File: config.mk
export PLATFORM = sky130hd
export DESIGN_NAME = pl_hazard_ctrl
export DESIGN_NICKNAME = d
export VERILOG_FILES = /design/src/rtl/pl_hazard_ctrl.sv
export SDC_FILE = /design/constraint.sdc
export NUM_CORES = 1
export LEC_CHECK = 0
export CORE_MARGIN = 8
export CORE_UTILIZATION = 28
export CTS_CLUSTER_SIZE = 12
export DETAILED_ROUTE_END_ITERATION = 12
export HOLD_SLACK_MARGIN = 0.12
export PLACE_DENSITY = 0.81
export SLEW_MARGIN = 25
export SYNTH_ARGS = -nofsm -noshare
export SYNTH_HDL_FRONTEND = slang
export SYNTH_SLANG_ARGS = --single-unit
export TNS_END_PERCENT = 20
File: constraint.sdc
create_clock -name CLK -period 1.8 [get_ports CLK]
set_input_delay 0.36 -clock CLK [delete_from_list [all_inputs] [get_ports CLK]]
set_output_delay 0.36 -clock CLK [all_outputs]
set_load 0.005 [all_outputs]
File: src/rtl/pl_hazard_ctrl.sv
// pl_hazard_ctrl
// Central pipeline controller for the 5-stage core. Produces write enables
// and flush strobes for the PC and the IF/ID, ID/EX, EX/MEM and MEM/WB
// latches. It sequences data-memory wait freezes, load-use bubbles,
// branch/jump squashes, held instruction fetches and halt.
//
// Ports:
//   CLK, nRST            clock, asynchronous active-low reset
//   ihit, dhit           instruction / data access completes this cycle
//   mem_dREN, mem_dWEN   MEM-stage load / store request
//   ex_memread, ex_rd    EX-stage load flag and destination register
//   id_rs, id_rt         ID-stage source registers
//   id_uses_rt           ID instruction reads rt
//   id_jump              jump decoded in ID
//   mem_branch_taken     branch resolved taken in MEM
//   wb_halt              halt instruction in WB
//   pc_wen, *_wen        PC and latch enables
//   *_flush              latch flush strobes (only meaningful with wen=1)
//   halt_out             sticky halted flag (registered)
//   stall_cnt, flush_cnt saturating perf counters (PERF_CNT_EN only)
//
// Optional feature macro: PERF_CNT_EN adds stall_cnt/flush_cnt.
module pl_hazard_ctrl #(
  parameter int REG_AW = 5,
  parameter int CNT_W  = 32
) (
  input  logic              CLK,
  input  logic              nRST,
  input  logic              ihit,
  input  logic              dhit,
  input  logic              mem_dREN,
  input  logic              mem_dWEN,
  input  logic              ex_memread,
  input  logic [REG_AW-1:0] ex_rd,
  input  logic [REG_AW-1:0] id_rs,
  input  logic [REG_AW-1:0] id_rt,
  input  logic              id_uses_rt,
  input  logic              id_jump,
  input  logic              mem_branch_taken,
  input  logic              wb_halt,
  output logic              pc_wen,
  output logic              ifid_wen,
  output logic              idex_wen,
  output logic              exmem_wen,
  output logic              memwb_wen,
  output logic              ifid_flush,
  output logic              idex_flush,
  output logic              exmem_flush,
  output logic              halt_out
`ifdef PERF_CNT_EN
  ,
  output logic [CNT_W-1:0]  stall_cnt,
  output logic [CNT_W-1:0]  flush_cnt
`endif
);

  // state | meaning
  // RUN   | normal issue, hazards resolved combinationally
  // DWAIT | frozen on a data-memory wait (same decode as RUN)
  // HALT  | halted, everything frozen until reset
  localparam logic [1:0] S_RUN   = 2'd0;
  localparam logic [1:0] S_DWAIT = 2'd1;
  localparam logic [1:0] S_HALT  = 2'd2;

  logic [1:0] state, state_nxt;
  logic       ihit_pend, pend_nxt, halt_nxt;
  logic       dstall, fetch_ok, lu, redirect;
  logic       pc_c, ifid_c, idex_c, exmem_c, memwb_c;
  logic       ifidf_c, idexf_c, exmemf_c;

  assign dstall   = (mem_dREN | mem_dWEN) & ~dhit;
  assign fetch_ok = ihit | ihit_pend;
  assign lu       = ex_memread & (ex_rd != '0) &
                    ((ex_rd == id_rs) | (id_uses_rt & (ex_rd == id_rt)));

  always_comb begin
    pc_c      = 1'b0;
    ifid_c    = 1'b0;
    idex_c    = 1'b0;
    exmem_c   = 1'b0;
    memwb_c   = 1'b0;
    ifidf_c   = 1'b0;
    idexf_c   = 1'b0;
    exmemf_c  = 1'b0;
    redirect  = 1'b0;
    state_nxt = state;
    pend_nxt  = ihit_pend;
    halt_nxt  = halt_out;
    case (state)
      S_RUN, S_DWAIT: begin
        if (wb_halt) begin
          state_nxt = S_HALT;
          halt_nxt  = 1'b1;
        end else if (dstall) begin
          state_nxt = S_DWAIT;
          pend_nxt  = ihit_pend | ihit;
        end else begin
          state_nxt = S_RUN;
          if (mem_branch_taken) begin
            // Redirect outranks a load-use hazard: the bubble would be squashed anyway.
            redirect = 1'b1;
            {pc_c, ifid_c, idex_c, exmem_c, memwb_c} = 5'b11111;
            {ifidf_c, idexf_c, exmemf_c} = 3'b111;
          end else if (lu) begin
            {idex_c, exmem_c, memwb_c} = 3'b111;
            idexf_c = 1'b1;
          end else if (!fetch_ok) begin
            {ifid_c, idex_c, exmem_c, memwb_c} = 4'b1111;
            ifidf_c = 1'b1;
          end else begin
            {pc_c, ifid_c, idex_c, exmem_c, memwb_c} = 5'b11111;
            ifidf_c = id_jump;
          end
          if (pc_c)
            pend_nxt = 1'b0;
          else if (ihit)
            pend_nxt = 1'b1;
        end
      end
      S_HALT: begin
        halt_nxt = 1'b1;
      end
      default: begin
        state_nxt = S_RUN;
      end
    endcase
  end

  // Strobes are held low combinationally while reset is asserted.
  assign pc_wen      = pc_c     & nRST;
  assign ifid_wen    = ifid_c   & nRST;
  assign idex_wen    = idex_c   & nRST;
  assign exmem_wen   = exmem_c  & nRST;
  assign memwb_wen   = memwb_c  & nRST;
  assign ifid_flush  = ifidf_c  & nRST;
  assign idex_flush  = idexf_c  & nRST;
  assign exmem_flush = exmemf_c & nRST;

  always_ff @(posedge CLK or negedge nRST) begin
    if (!nRST) begin
      state     <= S_RUN;
      ihit_pend <= 1'b0;
      halt_out  <= 1'b0;
    end else begin
      state     <= state_nxt;
      ihit_pend <= pend_nxt;
      halt_out  <= halt_nxt;
    end
  end

`ifdef PERF_CNT_EN
  always_ff @(posedge CLK or negedge nRST) begin
    if (!nRST) begin
      stall_cnt <= '0;
      flush_cnt <= '0;
    end else begin
      if ((state != S_HALT) && !pc_c && (stall_cnt != '1))
        stall_cnt <= stall_cnt + 1'b1;
      if (redirect && (flush_cnt != '1))
        flush_cnt <= flush_cnt + 1'b1;
    end
  end
`endif

endmodule

Word level (Yosys, flattened, before mapping)
Cells that the tools add are included.
- output and inout bits: 9
- flip-flop bits (word level): 4
- input port bits: 26
- logic and storage cells: 70
- bitwise operators: 15
- reductions and logical operators: 7
- mux-type cells: 40
- equal/unequal tests: 5
- operators by type and width (cell ; count):
    1-bit two-way mux ; 37
    1-bit bitwise AND ; 10
    5-bit equality test ; 2
    5-bit nonzero test ; 1
    2-bit case mux with 2 select lines ; 1
    1-bit OR ; 3
    3-bit AND reduction ; 1
    3-bit nonzero test ; 1
    2-bit by 1-bit equality test with 1-bit output, second input constant ; 1
    2-bit equality test, second input constant ; 1
    2-bit logical NOT ; 1
    2-bit two-way mux ; 1
    2-bit != test, second input constant ; 1
    1-bit inverter ; 2
    1-bit case mux with 2 select lines ; 1
    2-bit AND reduction ; 1
    2-bit nonzero test ; 1
    2-bit OR reduction ; 1

Logic depth before layout (Yosys ltp)
Gate-level depths: netlist of run 1.
- depth in word-level cells: 13
- mapped depth: 5
- gate-level depth less buffers: 5

Least setup slack after synthesis of run 1
No wires, ideal clock.
- path kind: input port to output port
- from: input ex_rd[1]
- to: output ifid_flush
- cell stages on the path: 4
- required time: 1440 ps
- path buffers: 0
- path slack: 159 ps
- data arrival time: 1281 ps
- cell sequence: or4_1 > o21ai_2 > nor2_1 > a21oi_1
- word-level cells in the longest chain between the ends: 10
- elaborated cells between the ends (all ways): 13
- those cells by class: 2 x eq/ne; 5 x mux; 5 x bitwise; 1 x reduce/logical
- RTL lines (item ; line ; text):
    from (decl) ; 34 ; input logic [REG_AW-1:0] ex_rd,
    5-bit equality test ; 74 ; ((ex_rd == id_rs) | (id_uses_rt & (ex_rd == id_rt)));
    1-bit bitwise AND ; 74 ;
    1-bit OR ; 74 ;
    1-bit bitwise AND * ; 73 ; assign lu = ex_memread & (ex_rd != '0) &
    1-bit two-way mux * ; 104 ; end else if (lu) begin
    1-bit two-way mux * ; 99 ; if (mem_branch_taken) begin
    1-bit two-way mux * ; 94 ; end else if (dstall) begin
    1-bit two-way mux * ; 91 ; if (wb_halt) begin
    1-bit two-way mux * ; 89 ; case (state)
    1-bit bitwise AND * ; 135 ; assign ifid_flush = ifidf_c & nRST;
    to (decl) ; 46 ; output logic ifid_flush,
Every way passes the cells marked *; elsewhere a longest branch is shown, timed or not.

Worst setup path in the final report of run 1
- from: input ex_rd[2]
- to: output ifid_wen
- word-level cells in the longest chain between the ends: 10
- elaborated cells between the ends (all ways): 13
- those cells by class: 2 x eq/ne; 5 x mux; 5 x bitwise; 1 x reduce/logical
- RTL lines (item ; line ; text):
    5-bit equality test ; 74 ;
    1-bit bitwise AND ; 74 ;
    1-bit OR ; 74 ;
    1-bit bitwise AND * ; 73 ;
    1-bit two-way mux * ; 104 ;
    1-bit two-way mux * ; 99 ;
    1-bit two-way mux * ; 94 ;
    1-bit two-way mux * ; 91 ;
    1-bit two-way mux * ; 89 ;
    1-bit bitwise AND * ; 131 ; assign ifid_wen = ifid_c & nRST;
    to (decl) ; 42 ; output logic ifid_wen,
Marked as above.

==> results.sh, run 1 <==
export IMPL_grt_pass1_vias=573
export IMPL_finalCritPeriodShare_pct=107
export IMPL_slew_headroom_pct=79.9
export IMPL_clk_pin_slew_ns=0.04
export IMPL_hp_class="in -> async"
export IMPL_diodes=0
export IMPL_fin_nets=131
export IMPL_synth_seq_cells=4
export IMPL_worst_pin_slew_ns=0.300
export IMPL_crit_chain="buf_6 -> or4_4 -> o21ai_4 -> buf_6 -> nor2_4 -> a21oi_2 -> buf_2"
export IMPL_cts_buffers=3
export IMPL_ios=35
export IMPL_cts_sinks=4
export IMPL_grt_total_usage_pct=12.0
export IMPL_cp_num_buf_inv=3
export IMPL_switchingPower_w=0.000109
export IMPL_route_detailed_drc=0
export IMPL_crit_top_cell="buf_6"
export IMPL_portBuffers=34
export IMPL_grt_pass1_wl_um=2420
export IMPL_p_leak_nw=0.451
export IMPL_maxSlewViolCount=0
export IMPL_drt_vias_per_instance=4.54
export IMPL_total_power_w=0.000376
export IMPL_use_met3_pct=3.41
export IMPL_path_class="in -> out"
export IMPL_die_x_um=52.2
export IMPL_syn_instance_count=45
export IMPL_use_met2_pct=21.2
export IMPL_clock_latency_ns=0.25
export IMPL_yosysWarnings=0
export IMPL_setup_worst_path_end_class="primary output"
export IMPL_min_period_ns=1.92
export IMPL_cts_tree="yes"
export IMPL_cap_violations=0
export IMPL_dpl_cell_count=107
export IMPL_syn_cell_area_um2=367
export IMPL_syn_area_per_cell_um2=8.15
export IMPL_clockPowerShare_pct=31.2
export IMPL_fmax_mhz=521
export IMPL_hold_viol_final=0
export IMPL_syn_nets=71
export IMPL_p_per_area_nw_per_um2=401
export IMPL_cp_data_arrival_time_ns=1.56
export IMPL_p_int_w=0.000267
export IMPL_drive_above_1_share_pct=45.6
export IMPL_rows=13
export IMPL_syn_to_final_growth_pct=156
export IMPL_rsz0062_at_grt="yes"
export IMPL_yosys_cell_types_count=19
export IMPL_slowest_stage="or4_4"
export IMPL_seq_area_frac_synth_pct=27.3
export IMPL_start_kind="primary input"
export IMPL_pwr_share_comb_pct=39.8
export IMPL_stdcell_count=118
export IMPL_setup_ws_ns=-0.118
export IMPL_setup_viol=4
export IMPL_violations="negative setup slack"
export IMPL_top_usage_layer="met2"
export IMPL_cts_max_level=1
export IMPL_reg2reg_slack_ns=0.76
export IMPL_vdd_drop_max_v=0.000282
export IMPL_antenna_found_initial=0
export IMPL_register_area_um2=100
export IMPL_core_area_um2=1270
export IMPL_seq_power_share_pct=29.1
export IMPL_required_ns=1.44
export IMPL_place_congestion=0.766
export IMPL_grt_overflow=0
export IMPL_wl_per_cell_um=13.3
export IMPL_cts_root_buf="clkbuf_4"
export IMPL_fp_dieH_um=52.2
export IMPL_critPathTopFamily="simple AND/OR/NAND/NOR gates"
export IMPL_initial_core_util_pct=28.9
export IMPL_dpl_hpwl_um=1180
export IMPL_totalWireLength_um=1570
export IMPL_clk_path_buf_depth=2
export IMPL_drt_iter0_drc=2
export IMPL_status="finished, violations left"
export IMPL_p_sw_share_pct=29.1
export IMPL_use_met1_pct=11.2
export IMPL_multi_input_area_um2=299
export IMPL_fillCellCount=104
export IMPL_critPathMaxFanout=3
export IMPL_worst_clock_skew_ns=0.0110
export IMPL_ant_nets=0
export IMPL_fp_dieArea_um2=2720
export IMPL_dr_pass1_iters=4
export IMPL_hold_buffers=0
export IMPL_vias=536
export IMPL_critPathMaxStageDelay_ns=0.54
export IMPL_grt_max_degree=6
## worst reg2reg max path: stages, from the launching register on
cell	delay (ns)
dfrtp_1	0.35
nor2_2	0.05
buf_4	0.13
a21oi_1	0.17
nor3_1	0.06
a21o_1	0.18
## worst paths after layout
path,cells past startpoint,to,startpoint
hold reg to reg,1,state[1]$_DFFE_PN0P_,state[0]$_DFFE_PN0P_
min in group CLK,1,state[1]$_DFFE_PN0P_,state[0]$_DFFE_PN0P_
setup / recovery,7,ifid_wen,ex_rd[2]
hold / removal,2,ihit_pend$_DFFE_PN0P_,nRST
max in group asynchronous,2,halt_out$_DFFE_PN0P_,nRST
setup reg to reg,5,ihit_pend$_DFFE_PN0P_,state[1]$_DFFE_PN0P_
## power by group through the flow
stage	Combinational [W]	Sequential (W)	Clock, W
after floorplan	0.0000488	0.000106	0
after global placement	0.000136	0.000107	0
after detailed placement	0.000140	0.000107	0
after CTS	0.000142	0.000107	0.000126
after global routing	0.000162	0.000110	0.000131
final	0.000150	0.000109	0.000117
## cells by family (layout without fill, tap and decap cells)
kind of cell	Yosys count	count (layout)	synth area share (%)
and+or+nand+nor	14	14	18.8
AOI/OAI and AO/OA	12	12	21.2
xor gates and xnor gates	10	10	23.9
DFF	4	4	27.3
buffers and inverters	4	62	6.14
muxes	1	1	2.73
## registers in the layout, summed over array words and instances, names as in the netlist
name and flops:
ihit_pend 1, halt_out 1, state 2
## cell usage after synthesis
master | number | area share [%]
mux2i_1 | 1 | 2.7
o31ai_1 | 2 | 4.1
a21o_1 | 2 | 4.1
nand4_1 | 1 | 1.7
o21bai_1 | 1 | 2.0
and2_1 | 1 | 1.7
nor2_1 | 4 | 4.1
o21ai_2 | 1 | 2.4
dfrtp_1 | 4 | 27
or2_2 | 1 | 1.7
nand3_1 | 2 | 2.7
buf_4 | 2 | 4.1
or4_1 | 1 | 2.0
o22ai_1 | 1 | 1.7
a21oi_1 | 5 | 6.8
nor3_1 | 2 | 2.7
inv_1 | 2 | 2.0
nand2_1 | 2 | 2.0
xnor2_1 | 10 | 24
## metal layers
metal	wire length, um	vias to the layer above
met5	0	-
met4	53	0
met3	117	4
met2	819	26
met1	575	232
li1	-	274
## final cells by class
type	count	share of cell area, %
timing repair buffer	57	52.3
clock buffer	3	2.40
sequential	4	10.7
tap	15	2.00
inverter	2	0.800
multi-input combinational	37	31.9
## timing repair
action,in CTS,in global routing
pin swaps,21,4
buffers inserted,8,1
resized for setup,65,7
endpoints found under the setup margin,8,8
## cell usage in the layout (no fill, tap or decap)
cell type and instances:
dfrtp_1 4, or2_2 1, nand4_1 1, a21o_1 2
buf_4 18, o21ai_4 1, clkdlybuf4s50_1 8, nor2_1 1
or4_4 1, mux2i_1 1, o22ai_2 1, nand2_1 2
and2_4 1, a21oi_1 3, dlygate4sd2_1 15, nor2_4 1
inv_1 1, buf_2 5, a21oi_2 2, nand3_2 1
nor2_2 2, o21bai_1 1, nand3_1 1, nor3_1 2
clkbuf_4 3, clkdlybuf4s15_1 4, inv_2 1, xnor2_1 10
o31ai_2 2, buf_6 7
## through the flow
stage | hold WS (ns) | setup WS, ns | util [%] | TNS (ns) | cell area [um2]
after floorplan | 0.0644 | 0.159 | - | 0 | 367
after global placement | 0.433 | -0.779 | 64.9 | -4.60 | 823
after detailed placement | 0.444 | -0.836 | 64.9 | -4.82 | 823
after CTS | 0.150 | -0.113 | 71.2 | -0.442 | 903
after global routing | 0.164 | -0.151 | 74.0 | -0.690 | 938
final | 0.158 | -0.118 | 74.0 | -0.442 | 938
(Power assumes the default switching activity.)
==> run 2, diff against run 1 <==
- HOLD_SLACK_MARGIN: 0.12 -> 0.05
==> results of run 2 <==
Final layout, timing and power as in run 1 (identical DEF).
==> run 3, diff against run 2 <==
- PLACE_DENSITY: 0.81 -> unset
- PLACE_DENSITY_LB_ADDON: unset -> 0.12
==> run 3 against run 2 <==
  * The run still ends with negative setup slack left
  * Fmax increased by 0.99%
  * Clock skew is 0.0060 ns lower
  * Worst hold slack better by 0.013 ns
  * Utilization is 1.3 points lower
  * First-iteration DRC count rose to 2.5 times the previous value
  * Design area down 1.7%
  * Critical path type unchanged
  * Highest routed layer unchanged
  * Flip-flop and latch count unchanged
  * Global-route usage up 1.1 points
==> results.sh, run 3 (synthesis gave the netlist of run 1 again) <==
export IMPL_setup_viol=4
export IMPL_maxSlewViolCount=0
export IMPL_crit_top_cell="buf_6"
export IMPL_grt_total_usage_pct=13.1
export IMPL_fmax_mhz=527
export IMPL_dpl_hpwl_um=1230
export IMPL_core_area_um2=1270
export IMPL_rows=13
export IMPL_cts_sinks=4
export IMPL_drt_iter0_drc=5
export IMPL_setup_worst_path_end_class="primary output"
export IMPL_vdd_drop_max_v=0.000348
export IMPL_grt_overflow=0
export IMPL_syn_to_final_growth_pct=152
export IMPL_timing_hold_ws_ns=0.171
export IMPL_dr_pass1_iters=2
export IMPL_regToRegEndpoint="ihit_pend$_DFFE_PN0P_"
export IMPL_slew_headroom_pct=81.3
export IMPL_top_register="state"
export IMPL_portBuffers=34
export IMPL_grt_max_degree=6
export IMPL_status="finished, violations left"
export IMPL_cts_tree="yes"
export IMPL_reg2reg_slack_ns=0.74
export IMPL_cp_data_arrival_time_ns=1.54
export IMPL_start_kind="primary input"
export IMPL_reg_top3="state x2, halt_out x1, ihit_pend x1"
export IMPL_initial_core_util_pct=28.9
export IMPL_cts_max_level=1
export IMPL_tns_ns=-0.305
export IMPL_violations="negative setup slack"
export IMPL_wl_per_cell_um=13.6
export IMPL_cts_root_buf="clkbuf_4"
export IMPL_totalWireLength_um=1620
export IMPL_clock_latency_ns=0.23
export IMPL_r2r_start="state[1]$_DFFE_PN0P_"
export IMPL_place_congestion=0.774
export IMPL_hp_class="in -> async"
export IMPL_fp_dieArea_um2=2720
export IMPL_ff2ff_path_depth=5
export IMPL_min_period_ns=1.90
export IMPL_mostFrequentLayoutCell="buf_4"
export IMPL_p_per_area_nw_per_um2=393
export IMPL_p_leak_nw=0.473
export IMPL_placed_cell_area_um2=823
export IMPL_clk_pin_slew_ns=0.04
export IMPL_hold_buffers=0
export IMPL_critPathMaxFanout=3
export IMPL_slowest_stage="or4_4"
export IMPL_multi_input_area_um2=299
export IMPL_die_x_um=52.2
export IMPL_vias=547
export IMPL_route_detailed_drc=0
export IMPL_cap_violations=0
export IMPL_cts_buffers=3
export IMPL_rsz0062_at_grt="yes"
export IMPL_fp_dieH_um=52.2
export IMPL_critPathMaxStageDelay_ns=0.53
export IMPL_fillCellCount=116
export IMPL_clk_path_buf_depth=2
export IMPL_diodes=0
export IMPL_largest_reg_flops=2
export IMPL_drt_vias_per_instance=4.60
export IMPL_final_cell_mix="22 x buf_4, 18 x dlygate4sd2_1, 10 x xnor2_1"
export IMPL_worst_clock_skew_ns=0.00504
export IMPL_grt_pass1_wl_um=2640
export IMPL_antenna_found_initial=0
export IMPL_setup_ws_ns=-0.0991
export IMPL_worst_pin_slew_ns=0.279
export IMPL_ant_nets=0
export IMPL_fin_nets=132
export IMPL_fin_area_um2=922
export IMPL_drive_above_1_share_pct=45.2
export IMPL_register_area_um2=100
export IMPL_ios=35
export IMPL_required_ns=1.44
export IMPL_crit_chain="buf_6 -> or4_4 -> o21ai_4 -> buf_6 -> nor2_4 -> a21oi_1 -> buf_2"
export IMPL_detailedPlace_worstSlack_ns=-0.824
export IMPL_hold_viol_final=0
export IMPL_finalCritPeriodShare_pct=106
export IMPL_grt_pass1_vias=554
export IMPL_path_class="in -> out"
## run 3: per-layer routing
layer	global-route usage [%]	routed length [um]	share of wire, %	up-vias
met5	0	0	0	-
met2	24.4	931	57	15
met3	2.84	78	4.8	2
met4	9.05	34	2.1	0
li1	-	-	-	275
met1	12.3	578	36	255
## run 3: how the worst max path moves through the flow
stage / start / to / slack [ns] / cells after the start
floorplan: ex_rd[1] / ifid_flush / 0.16 / 4
global route: ex_rd[4] / ifid_flush / -0.15 / 7
detailed placement: ex_rd[1] / ifid_flush / -0.82 / 6
global placement: ex_rd[1] / ifid_wen / -0.79 / 6
finish: ex_rd[4] / ifid_wen / -0.1 / 7
CTS: ex_rd[4] / ifid_wen / -0.12 / 7
## run 3: repair_timing
| item | 4_1_cts | 5_1_grt |
|---|---|---|
| pin swaps | 22 | 5 |
| resized for setup | 61 | 6 |
| endpoints found under the setup margin | 8 | 5 |
| gates cloned | 0 | 0 |
| buffers inserted | 9 | 0 |
## run 3: worst max-delay path, delay by kind of cell
| family | cells | cell delay [ns] |
|---|---|---|
| and+or+nand+nor | 2 | 0.57 |
| buffers and inverters | 3 | 0.33 |
| AOI/OAI and AO/OA | 2 | 0.27 |
## run 3: where the power goes
group	switching [W]	internal (W)
Sequential	0.00000685	0.0000995
Clock	0.0000342	0.0000744
Combinational	0.0000566	0.0000912
Total	0.0000976	0.000265
## run 3: cell type report
class	instances	share of cell area, %
clock buffers	3	2.44
inverters	2	0.814
multi-input cells	37	32.4
flip-flops and latches	4	10.9
well taps	15	2.04
repair buffers	58	51.4
## run 3: metrics by stage
| stage | cells | utilization [%] | power, W |
|---|---|---|---|
| 2_1_floorplan | 45 | - | 0.000155 |
| 3_3_place_gp | 107 | 64.9 | 0.000243 |
| 3_5_place_dp | 107 | 64.9 | 0.000247 |
| 4_1_cts | 119 | 71.6 | 0.000366 |
| 5_1_grt | 119 | 72.7 | 0.000387 |
| 6_report | 119 | 72.7 | 0.000363 |
==> edit (flow settings as in run 1) <==
Change the parameter `REG_AW` from 5 to 4.
--- a/src/rtl/pl_hazard_ctrl.sv
+++ b/src/rtl/pl_hazard_ctrl.sv
@@ -21,7 +21,7 @@
 //
 // Optional feature macro: PERF_CNT_EN adds stall_cnt/flush_cnt.
 module pl_hazard_ctrl #(
-  parameter int REG_AW = 5,
+  parameter int REG_AW = 4,
   parameter int CNT_W  = 32
 ) (
   input  logic              CLK,
Ports: changed (resized ex_rd, id_rs and id_rt); port bits go from 35 to 32. The function was not compared with the original's and may differ.
==> edit against run 1 <==
The flow still finishes with violations (setup timing). First-iteration DRC count shrank 50%. Critical path depth did not move. Wire length decreased by 10%. Global-route usage decreased by 0.70 points. Total power fell by 3.3%. Utilization decreased by 5.3 points. Final cell count decreased by 13%. Cell area down 9.6%. Highest routed layer is now met3. Sequential cell count stayed put. Largest cell class unchanged. Via count shrank 14%. Critical path type unchanged. Synthesized area down 3.4%. Die area shrank 2.4%. Setup slack got worse by 0.021 ns.
==> edit: results (changes against run 1) <==
Routed WL per cell - 13.61 µm (+2.6%)
met3 WL - 119 µm (+1.7%)
Final Skew - 0.002503 ns (-0.008483 ns)
Synthesized Nets - 63 (-11%)
Power Internal - 0.2621 mW (-1.8%)
seq pwr - 0.107 mW
number of synthesized register bits - 4 (unchanged)
failing checks - setup timing
Final setup viols - 1 (-3)
CTS Buffer Depth - 2 (unchanged)
Skew-Pair Late Insertion Delay - 0.23 ns (-0.02 ns)
max layer used - met3
met2 WL - 867 µm (+5.9%)
met1 Use GR - 0.09256 (-0.01945)
Leak - 0.4122 nW (-8.6%)
first-pass GRT wire length - 2318 µm (-4.0%)
largest net degree at the start of global routing - 6 (unchanged)
HPWL Detailed - 1087 µm (-8.0%)
placed cell area - 750.7 µm² (-8.8%)
fraction of layout cells with a size suffix above 1 - 0.4773 (+0.02096)
placed cells - 95 (-11%)
final net count - 113 (-14%)
register-to-register setup slack - 0.71 ns (-0.05 ns)
Yosys cell types - 21 (+2)
Max VDD drop - 343.8 µV (+22%)
Via Count - 463 (-14%)
critical path peak fanout - 4 (+1)
status - finished with violations
M3 GR Usage - 0.03134 (-0.002752)
Clk pwr share - 0.299 (-0.013)
synth top area cells - dfrtp_1, xnor2_1, a21oi_1
sequential area share after synthesis - 0.2827 (+0.009648)
Least-Margin Pin Slew - 0.2759 ns (-0.02404 ns)
RePlAce Congestion - 0.6830 (-11%)
Initial DRC Count - 1 (-1)
Met1 Wirelength - 415 µm (-28%)
GR met2 Demand/Resource - 0.2389 (+0.02687)
WHS - 0.1761 ns (+0.01778 ns)
Total GRT Usage - 0.1125 (-0.007036)
setup ws final - -0.1393 ns (-0.02144 ns)
Routed WL - 1402 µm (-10%)
drt first pass iters - 2 (-2)
IO Port Bufs - 31 (-8.8%)
synth cell count leaders - xnor2_1, a21oi_1, dfrtp_1, inv_1, nor2_1
Largest regs - state x2, halt_out x1, ihit_pend x1
vias in the first global route - 544 (-5.1%)
DP Worst Slack - -0.8400 ns (-0.003938 ns)
post-synthesis cell count - 40 (-11%)
edit: cell count changes in the layout (fill, tap and decap cells not counted), sizes merged, moves of 2 or more:
| cell | before | now |
|---|---|---|
| clkdlybuf4s50 | 8 | 4 |
| dlygate4sd2 | 15 | 12 |
| xnor2 | 10 | 7 |
| buf | 30 | 25 |
| inv | 2 | 4 |
edit: path summary, 6_finish.rpt:
check | start | endpoint | depth (start not counted)
min in group CLK | state[0] | state[1] | 1
hold / removal | nRST | state[1] | 2
hold reg to reg | state[0] | state[1] | 1
setup reg to reg | state[1] | ihit_pend | 5
setup / recovery | ex_rd[1] | pc_wen | 7
max in group asynchronous | nRST | halt_out | 2
edit: through the flow:
stage	setup TNS, ns	power [mW]
final	-0.1393	0.3641
after global routing	-0.3049	0.3939
after CTS	-0.1636	0.3651
after detailed placement	-5.329	0.2414
after global placement	-4.928	0.2372
after floorplan	0	0.1614
edit: cell families after synthesis:
group | after synthesis | synth area share
XOR/XNOR | 8 | 0.1979
AND/OR/NAND/NOR | 10 | 0.1449
AO/OA/AOI/OAI | 11 | 0.2615
flip-flops | 4 | 0.2827
buffers and inverters | 6 | 0.08478
multiplexers | 1 | 0.02827
edit: cell type report:
cell class / count / area [µm²]
repair buffers: 47 / 397.9
flip-flops and latches: 4 / 100.1
multi-input cells: 30 / 291.5
inverters: 4 / 17.52
well taps: 15 / 18.77
fillers: 114 / 387.9
clock buffers: 3 / 22.52
edit: repair_timing:
action                                  in CTS  in global routing
endpoints found under the hold margin        0                  0
pin swaps                                   16                  8
gates resized for setup                     72                  9
setup buffers                                5                  0
endpoints found under the setup margin       8                  8
edit: worst max-delay path, stage by stage:
cell     delay, ns
buf_8         0.10
o41ai_4       0.36
or3b_4        0.20
o22ai_4       0.08
buf_6         0.13
o31ai_4       0.20
buf_2         0.15
